**config.mk**
```make
export PLATFORM = sky130hd
export DESIGN_NAME = uart_vram_writer
export DESIGN_NICKNAME = d
export VERILOG_FILES = /design/src/rtl/uart_vram_writer.sv
export SDC_FILE = /design/constraint.sdc
export NUM_CORES = 1
export LEC_CHECK = 0
export BUFFER_PORTS_ARGS = -buffer_cell sky130_fd_sc_hd__buf_2
export CORE_MARGIN = 1
export CORE_UTILIZATION = 24
export CTS_CLUSTER_SIZE = 25
export DETAILED_ROUTE_END_ITERATION = 12
export PLACE_DENSITY = 0.46
export SLEW_MARGIN = 5
export SYNTH_ARGS = -nofsm -noshare
export SYNTH_HDL_FRONTEND = slang
export SYNTH_SLANG_ARGS = --single-unit
```
**constraint.sdc**
```tcl
create_clock -name CLK -period 2.95 [get_ports CLK]
set_clock_uncertainty 0.1 [all_clocks]
set_input_delay 0.295 -clock CLK [delete_from_list [all_inputs] [get_ports CLK]]
set_output_delay 0.295 -clock CLK [all_outputs]
set_load 0.01 [all_outputs]
```
**src/rtl/uart_vram_writer.sv**
```systemverilog
// Pairs UART bytes into 16-bit words and writes them to VRAM at an auto-incrementing address.
// A hardware clear owns the write port; one word completing during the clear is held and written afterwards.
module uart_vram_writer #(
  parameter int          ADDR_W  = 10,
  parameter int          TIMEOUT = 50000,
  parameter logic [15:0] FILL    = 16'h0000
) (
  input  logic              CLK,
  input  logic              RST,
  input  logic [7:0]        RX_DATA,
  input  logic              RX_VALID,
  input  logic              CLEAR_REQ,
  input  logic              SET_ADDR,
  input  logic [ADDR_W-1:0] ADDR_IN,
  output logic              VRAM_WREN,
  output logic [ADDR_W-1:0] VRAM_WRADDR,
  output logic [15:0]       VRAM_DATA,
  output logic              BUSY,
  output logic              RESYNC,
  output logic              OVERFLOW,
  output logic [15:0]       LAST_WORD
);
  localparam int                CNT_W    = $clog2(TIMEOUT + 1);
  localparam logic [CNT_W-1:0]  CNT_LAST = CNT_W'(TIMEOUT - 1);
  localparam logic [ADDR_W-1:0] ADDR_MAX = '1;

  typedef enum logic {IDLE, CLEAR} state_t;
  state_t state, state_nxt;

  logic              phase_lo;
  logic [7:0]        hi;
  logic [CNT_W-1:0]  tcnt;
  logic              pend_vld;
  logic [15:0]       pend_data;
  logic [ADDR_W-1:0] wr_ptr, clr_addr;

  logic        word_done, start_clear, clear_done, idle_wr, word_to_pend, word_drop;
  logic [15:0] word, idle_data;

  assign word_done = phase_lo && RX_VALID;
  assign word      = {hi, RX_DATA};

  always_ff @(posedge CLK) begin
    if (RST) state <= IDLE;
    else     state <= state_nxt;
  end

  always_comb begin
    state_nxt    = state;
    start_clear  = 1'b0;
    clear_done   = 1'b0;
    idle_wr      = 1'b0;
    idle_data    = word;
    word_to_pend = 1'b0;
    word_drop    = 1'b0;
    case (state)
      IDLE: begin
        if (CLEAR_REQ) begin
          start_clear  = 1'b1;
          state_nxt    = CLEAR;
          word_to_pend = word_done && !pend_vld;
          word_drop    = word_done && pend_vld;
        end else if (pend_vld) begin
          // pending drains this edge, so a word completing now takes its slot
          idle_wr      = 1'b1;
          idle_data    = pend_data;
          word_to_pend = word_done;
        end else begin
          idle_wr = word_done;
        end
      end
      CLEAR: begin
        word_to_pend = word_done && !pend_vld;
        word_drop    = word_done && pend_vld;
        if (clr_addr == ADDR_MAX) begin
          clear_done = 1'b1;
          state_nxt  = IDLE;
        end
      end
      default: state_nxt = IDLE;
    endcase
  end

  always_ff @(posedge CLK) begin
    if (RST) begin
      phase_lo    <= 1'b0;
      hi          <= '0;
      tcnt        <= '0;
      pend_vld    <= 1'b0;
      pend_data   <= '0;
      wr_ptr      <= '0;
      clr_addr    <= '0;
      VRAM_WREN   <= 1'b0;
      VRAM_WRADDR <= '0;
      VRAM_DATA   <= '0;
      BUSY        <= 1'b0;
      RESYNC      <= 1'b0;
      OVERFLOW    <= 1'b0;
      LAST_WORD   <= '0;
    end else begin
      VRAM_WREN <= 1'b0;
      RESYNC    <= 1'b0;

      if (RX_VALID) begin
        if (!phase_lo) begin
          hi       <= RX_DATA;
          phase_lo <= 1'b1;
          tcnt     <= '0;
        end else begin
          phase_lo <= 1'b0;
        end
      end else if (phase_lo) begin
        if (tcnt == CNT_LAST) begin
          phase_lo <= 1'b0;
          RESYNC   <= 1'b1;
        end else begin
          tcnt <= tcnt + 1'b1;
        end
      end

      if (state == CLEAR) begin
        VRAM_WREN   <= 1'b1;
        VRAM_WRADDR <= clr_addr;
        VRAM_DATA   <= FILL;
        clr_addr    <= clr_addr + 1'b1;
        if (clear_done) begin
          wr_ptr <= '0;
          BUSY   <= 1'b0;
        end
      end else if (start_clear) begin
        BUSY     <= 1'b1;
        clr_addr <= '0;
      end else begin
        if (idle_wr) begin
          VRAM_WREN   <= 1'b1;
          VRAM_WRADDR <= wr_ptr;
          VRAM_DATA   <= idle_data;
          LAST_WORD   <= idle_data;
        end
        if (SET_ADDR)     wr_ptr <= ADDR_IN;
        else if (idle_wr) wr_ptr <= wr_ptr + 1'b1;
      end

      if (word_to_pend) begin
        pend_vld  <= 1'b1;
        pend_data <= word;
      end else if (idle_wr && pend_vld) begin
        pend_vld <= 1'b0;
      end
      if (word_drop) OVERFLOW <= 1'b1;
    end
  end
endmodule
```
-- After elaboration in Yosys (flattened, before gate mapping)
Cells that the tools add are included.
- $add $sub $neg: 3
- equal/unequal tests: 6
- multiplexer cells: 43
- bitwise operators: 3
- reduce and logical (&&, ||, !) cells: 19
- operator list (kind ; count):
    $mux W10 ; 10
    $mux W16 ; 6
    $mux W1 ; 24
    $add A10 B1 Y10 const B ; 2
    $add A16 B1 Y16 const B ; 1
    $eq A16 B16 Y1 const B ; 1
    $eq A10 B10 Y1 const B ; 1
    $reduce_and A3 Y1 ; 3
    $reduce_and A2 Y1 ; 4
    $reduce_bool A2 Y1 ; 4
    $ne A2 B2 Y1 const B ; 3
    $pmux W1 S2 ; 3
    $logic_and A1 B1 Y1 ; 4
    $not A1 Y1 ; 3
    $reduce_bool A3 Y1 ; 1
    $reduce_or A3 Y1 ; 1
    $ne A2 B1 Y1 const B ; 1
    $reduce_or A2 Y1 ; 1
    $logic_not A1 Y1 ; 1
- bits in registers: 109
- output and inout bits: 46

-- Logic depth before layout (Yosys ltp)
Gate-level depths: netlist (run 1).
- depth in word-level cells: 8
- mapped depth: 7
- mapped depth without buffers: 5

-- Worst setup path before layout (run 1)
Ideal clock, no wire load.
- kind: register to register
- from: reg tcnt[0]
- to: reg tcnt[9]
- data arrival time: 1.570 ns
- data required time: 2.778 ns
- path slack: 1.209 ns
- stages on the path, launching flop included: 7
- path through: dfxtp_1 ha_1 and3_1 and4_1 buf_4 or4_1 a21oi_1
- cells in the longest elaborated chain, start to end: 4
- elaborated cells on any way between the ends: 7
- those cells by class: add/sub (1); eq/ne (2); mux (3); reduce/logical (1)
- RTL lines (element ; RTL line ; text):
    start, declared ; 32 ; logic [CNT_W-1:0] tcnt;
    start signal, assigned ; 117 ; tcnt <= tcnt + 1'b1;
    $add A16 B1 Y16 ; 117 ;
    $mux W16 ; 113 ; if (tcnt == CNT_LAST) begin
    $mux W16 ; 112 ; end else if (phase_lo) begin
    $mux W16 ; 104 ; if (RX_VALID) begin
Several ways; a longest one is shown, not always the timed one. The select of a mux whose other input is x is not followed.
A chain may end at the register's enable or synchronous reset.

-- Worst setup path in the final report (run 1)
- from: reg state
- to: reg wr_ptr[0]
- cells in the longest elaborated chain, start to end: 3
- elaborated cells on any way between the ends: 8
- those cells by class: eq/ne (2); mux (4); reduce/logical (2)
- RTL lines (element ; RTL line ; text):
    start, declared ; 28 ; state_t state, state_nxt;
    start signal, assigned ; 45 ; else state <= state_nxt;
    $mux W1 ; 56 ; case (state)
    $ne A2 B1 Y1 (no line) (tied with other cells) ; n/a ;
    $reduce_and A3 Y1 (no line) ; n/a ;
    end signal, assigned ; 141 ; else if (idle_wr) wr_ptr <= wr_ptr + 1'b1;
    end, declared ; 35 ; logic [ADDR_W-1:0] wr_ptr, clr_addr;
Several ways; a longest one is shown, not always the timed one.

==> flow_summary.yaml, run 1 <==
cts:
  tritoncts.num_buffers: 9
  path_clk_slew_ps: 80
  cts_root_buf: "clkbuf_16"
  post_cts_resized: 0
  clock_path_buffers: 2
  clock-sinks: 109
  ctsHoldBuffers: 0
  cts_tree: "built"
  cts_setup_buffers: 0
  clk_latency_ps: 360
  cts.htree.levels: 3
finish:
  multi_input_area_mm2: 0.00241
  postLayoutCoreUtil_pct: 29.1
  area_growth_syn_to_layout_pct: 18.6
  final.fill_count: 2164
  num-nets-final: 626
  layout-drive-gt1-share_pct: 17.2
  regArea_mm2: 0.00218
  postLayoutCellArea_mm2: 0.00568
  final_cells: 871
place:
  port_buffers: 68
  placed_cells: 854
  gp_congestion: 0.775
  placed_cell_area_mm2: 0.00538
  dp_hpwl_um: 8750
global_route:
  overflow: 0
  grt_pass1_wl_um: 20800
  grtUsageMet1_pct: 17.1
  grt_pass1_vias: 3998
  antenna_found_initial: 1
  busiest_layer: "met2"
  grt_usage_pct: 12.9
  grt_use_met3_pct: 3.30
  grt_max_degree: 49
  gr-usage-met2_pct: 19.9
yosys:
  syn_inst: 547
  ys.flop_type: "dfxtp_1"
  syn_area_mm2: 0.00479
  async_flop_share_pct: 0
  synth_edf_count: 0
  ys_types: 53
  syn-num-nets: 573
  ys_warn_count: 0
  ys_seq_area_share_pct: 45.5
  ys_ff_latch: 109
  syn_area_per_cell_um2: 8.76
sta:
  fin_crit_sh_pct: 69.7
  finalHoldViolCount: 0
  slew_headroom_pct: 50.3
  finalCriticalPeriod_ps: 2060
  clock.fmax_mhz: 486
  tns_ps: 0
  tightestPinTransition_ps: 746
  slew_violations: 0
  rsz0062_at_grt: "false"
  setup_violations: 0
pwr:
  power.density_mw_per_mm2: 537
  switching_power_mw: 0.814
  ir_drop_v: 0.000259
  p_seq_share_pct: 51.0
  p_comb_share_pct: 8.8
  power.leakage_nw: 2.61
  p_int_mw: 2.24
  pwr-share-clk_pct: 40.1
  p_sw_share_pct: 26.7
worst_setup_path:
  setup.worst_path.end_class: "flip-flop"
  cp_num_buf_inv: 0
  timing.critical_path.fanout_max: 18
  critPathArrivalTime_ps: 2200
  r2r_end: "wr_ptr[0]"
  worst_setup_path_start_kind: "flip-flop"
  required_ps: 3090
  worstPathCellList: "and3_1 > a41o_1 > o311ai_1 > a32o_1"
  slowest_stage: "dfxtp_1"
  ff2ff_setup_slack_ps: 890
  cp_top_family: "compound AO/OA/AOI/OAI gates"
  critPathKind: "flip-flop to flip-flop"
  rr_worst_depth: 4
  critPathMaxStageDelay_ps: 700
  reg2reg_from: "state"
drt:
  drcViolationCount: 0
  dr.pass1.iters: 4
  antenna_left: 0
  wirelength_um: 12600
  detail_route.wl_per_cell_um: 14.5
  vias: 4240
  drt_iter0_markers: 228
  vias_per_cell: 4.87
floorplan:
  placementRows: 51
  io_pins: 69
  die_h_um: 143
  dieWidth_um: 143
  die_area_mm2: 0.0205
  initial_core_util_pct: 24.5
  core_mm2: 0.0195
min_path:
  holdCritPathClass: "primary input to flip-flop"
  min_path_cells: 3
  holdPathEnd: "hi[1]"
  min_from: "RX_DATA[1]"
run:
  drv_cap: 0
status:
  outcome: "completed"
==> cell usage in the layout (no fill, tap or decap), drive strengths merged, types with 4 or more instances in the layout <==
| cell type | synthesis | final |
|---|---|---|
| or3 | 7 | 7 |
| nor2 | 46 | 46 |
| buf | 15 | 77 |
| o31ai | 8 | 8 |
| a21oi | 29 | 29 |
| nor4 | 4 | 4 |
| nor3 | 6 | 6 |
| and2 | 4 | 4 |
| o21ai | 30 | 30 |
| mux2 | 5 | 5 |
| or4 | 6 | 6 |
| o211a | 32 | 32 |
| clkbuf | 20 | 10 |
| xnor2 | 4 | 4 |
| a311oi | 12 | 12 |
| and3 | 10 | 10 |
| nand3 | 30 | 30 |
| nand2b | 5 | 5 |
| nand2 | 85 | 85 |
| dfxtp | 109 | 109 |
| nand4 | 7 | 7 |
| nor2b | 5 | 5 |
| inv | 11 | 15 |
| mux2i | 20 | 20 |
==> sequential cells by signal, indices dropped and copies added (netlist names) <==
name and flops:
RESYNC 1, VRAM_WREN 1, VRAM_DATA 16, OVERFLOW 1, VRAM_WRADDR 10, pend_vld 1
LAST_WORD 16, phase_lo 1, pend_data 16, tcnt 16, hi 8, BUSY 1
wr_ptr 10, clr_addr 10, state 1
==> cells by family after synthesis <==
logic type / share of synthesized area [%]
xor+xnor: 1.10
compound gates: 20.4
flops: 45.5
fa+ha+maj: 0.783
simple gates: 22.6
buf+inv: 4.18
mux: 5.35
==> layout make-up <==
cell class	count	share of cell area, %
Multi-Input combinational cell	391	42.5
Sequential cell	109	38.4
Timing Repair Buffer	77	7.18
Tap cell	265	5.83
Clock buffer	10	4.21
Clock inverter	6	1.06
Inverter	12	0.793
Antenna cell	1	0.0440
==> layer usage <==
layer | up-vias | share of wire, %
met4 | 0 | 1.8
met2 | 93 | 46
li1 | 2086 | -
met5 | - | 0
met1 | 2045 | 48
met3 | 16 | 4.7
==> power by group through the flow <==
stage	Combinational, mW	Sequential (mW)	Clock (mW)
floorplan	0.165	1.59	0
global placement	0.271	1.59	0
detailed placement	0.273	1.59	0
CTS	0.275	1.56	1.27
global route	0.303	1.57	1.34
finish	0.270	1.56	1.22
==> synthesized netlist by cell type, drive strengths merged, types with 2 or more instances <==
cell     count  area share, %
dfxtp      109             46
nand2       85            6.7
nor2        46            3.6
o211a       32            6.7
nand3       30            3.7
o21ai       30            3.2
a21oi       29            3.0
clkbuf      20            1.6
mux2i       20            4.2
buf         15            1.7
a311oi      12            2.2
inv         11           0.86
and3        10            1.3
o31ai        8            1.3
nand4        7           0.91
or3          7           0.91
nor3         6           0.63
or4          6           0.94
mux2         5            1.2
nand2b       5           0.65
nor2b        5           0.65
and2         4           0.52
nor4         4           0.52
xnor2        4           0.73
a21o         3           0.47
a311o        3           0.63
a31oi        3           0.39
ha           3           0.78
o311ai       3           0.55
a41o         2           0.42
and4         2           0.37
nor4b        2           0.50
nor4bb       2           0.42
o2111ai      2           0.37
o211ai       2           0.31
xor2         2           0.37
==> tightest hold or removal path: cells and delay by family <==
kind	cells	cell delay [ps]
buf+inv	1	120
simple gates	1	50
compound gates	1	50
==> through the flow <==
step           worst slack (ps)  total power [mW]  hold slack, ps
6_report                    894              3.05             108
2_1_floorplan              1210              1.76             331
5_1_grt                     725              3.20            99.6
3_3_place_gp                966              1.86             359
3_5_place_dp                913              1.87             354
4_1_cts                     898              3.10            94.9
==> how the worst max path moves through the flow <==
stage                     slack (ps)  cells past startpoint        end  startpoint
after floorplan                 1210                      6    tcnt[9]     tcnt[0]
after global placement           970                      4  wr_ptr[0]       state
after detailed placement         910                      4  wr_ptr[0]       state
after CTS                        900                      4  wr_ptr[0]       state
after global routing             720                      4  wr_ptr[0]       state
final                            890                      4  wr_ptr[0]       state
Note: power is estimated with default switching activity, not from simulation.
==> run 2, diff against run 1 <==
- clock period: 2.95 -> 1.9 ns (I/O delays scaled with it)
==> run 2 against run 1 <==
Compared with the run above:
- critical path depth grew 2
- power grew 58%
- count of clock-buffer cells in the layout is the same
- routed wire length grew 1.7%
- via count grew 0.59%
- global-route usage grew 0.24 points
- worst hold slack lost 94 ps
- largest power group unchanged
==> flow_summary.yaml, run 2 (synthesized netlist as in run 1, its figures left out) <==
worst_setup_path:
  timing.critical_path.fanout_max: 48
  cp_num_buf_inv: 2
  critPathMaxStageDelay_ps: 440
  cp_top_family: "buffers and inverters"
  required_ps: 2050
  critPathKind: "flip-flop to flip-flop"
  setup.worst_path.end_class: "flip-flop"
  slowest_stage: "dfxtp_1"
  critPathArrivalTime_ps: 1920
  worstPathCellList: "a21oi_1 > buf_4 > nor3_2 > buf_12 > nand3_1 > o211a_1"
  worst_setup_path_start_kind: "flip-flop"
sta:
  tns_ps: 0
  fin_crit_sh_pct: 92.9
  rsz0062_at_grt: "false"
  tightestPinTransition_ps: 693
  slew_headroom_pct: 53.8
  finalHoldViolCount: 0
  finalCriticalPeriod_ps: 1770
  setup_violations: 0
  slew_violations: 0
  clock.fmax_mhz: 566
cts:
  tritoncts.num_buffers: 9
  cts.htree.levels: 3
  clk_latency_ps: 360
  clock_path_buffers: 2
  cts_tree: "built"
  clock-sinks: 109
  cts_root_buf: "clkbuf_16"
  path_clk_slew_ps: 70
drt:
  drt_iter0_markers: 241
  antenna_left: 0
  wirelength_um: 12900
  dr.pass1.iters: 4
  drcViolationCount: 0
  vias_per_cell: 4.78
  vias: 4265
  detail_route.wl_per_cell_um: 14.4
pwr:
  p_comb_share_pct: 9.5
  pwr-share-clk_pct: 40.5
  p_sw_share_pct: 25.7
  switching_power_mw: 1.24
  p_seq_share_pct: 50.0
  power.leakage_nw: 2.72
  p_int_mw: 3.58
  power.density_mw_per_mm2: 819
  ir_drop_v: 0.000357
floorplan:
  core_mm2: 0.0195
  io_pins: 69
  die_area_mm2: 0.0205
  dieWidth_um: 143
  initial_core_util_pct: 24.5
  die_h_um: 143
  placementRows: 51
place:
  gp_congestion: 0.790
  port_buffers: 68
  placed_cells: 866
  dp_hpwl_um: 9050
finish:
  final_cells: 892
  layout_commonest_cell: "dfxtp_1"
  num-nets-final: 647
  final_cell_mix: "dfxtp_1 (109), nand2_1 (85), buf_2 (68)"
  area_growth_syn_to_layout_pct: 22.9
  layout-drive-gt1-share_pct: 19.2
global_route:
  grt_pass1_vias: 4181
  antenna_found_initial: 1
  grt_pass1_wl_um: 21300
  overflow: 0
  grt_usage_pct: 13.2
  grt_max_degree: 49
run:
  drv_cap: 0
min_path:
  holdCritPathClass: "primary input to flip-flop"
status:
  outcome: "completed"
[run 2: final cells by class]
| type | instances | area [um2] |
|---|---|---|
| fill | 2170 | 13600 |
| multi-input combinational | 391 | 2420 |
| sequential | 109 | 2180 |
| timing repair buffer | 98 | 606 |
| tap | 265 | 332 |
| clock buffer | 10 | 229 |
| clock inverter | 6 | 75.1 |
| inverter | 12 | 45.0 |
| antenna | 1 | 2.50 |
[run 2: metal layers]
metal  wire length [um]  track usage [%]
met1               6110             16.8
met5                  0                0
met3                670             3.57
met4                174             4.37
met2               5910             21.5
[run 2: worst register-to-register path: stages, from the launching register on]
cell and delay (ps):
dfxtp_1 440, a21oi_1 110, buf_4 200, nor3_2 200
buf_12 250, nand3_1 190, o211a_1 170
[run 2: final timing paths]
check | startpoint | end | slack, ps | cells past startpoint
hold reg to reg | hi[3] | hi[3] | 380 | 2
setup reg to reg | phase_lo | VRAM_DATA[8] | 130 | 6
hold / removal | ADDR_IN[5] | wr_ptr[5] | 10 | 3
setup / recovery | phase_lo | VRAM_DATA[8] | 130 | 6
[run 2: metrics by stage]
step | power [mW] | utilization (%) | cell area, um2 | worst slack [ps] | hold WS, ps
after floorplan | 2.73 | - | 4790 | 159 | 226
after global placement | 2.90 | 28.1 | 5480 | 101 | 359
after detailed placement | 2.91 | 28.1 | 5480 | 61.1 | 365
after CTS | 4.90 | 30.0 | 5850 | 29.1 | 0.261
after global routing | 5.05 | 30.1 | 5890 | 1.37 | 14.9
final | 4.82 | 30.2 | 5890 | 135 | 14.2
[run 2: what timing repair did]
| item | 4_1_cts | 5_1_grt |
|---|---|---|
| hold buffers | 6 | 0 |
| setup endpoints to repair | 0 | 15 |
| gates resized for setup | 0 | 3 |
| hold endpoints to repair | 7 | 0 |
| buffers inserted | 0 | 3 |
[run 2: power groups by stage]
stage | clock network (mW) | registers, mW | logic (mW)
after global placement | 0 | 2.46 | 0.442
after global routing | 2.12 | 2.42 | 0.512
after CTS | 2.03 | 2.41 | 0.460
final | 1.95 | 2.41 | 0.459
after detailed placement | 0 | 2.46 | 0.448
after floorplan | 0 | 2.47 | 0.256
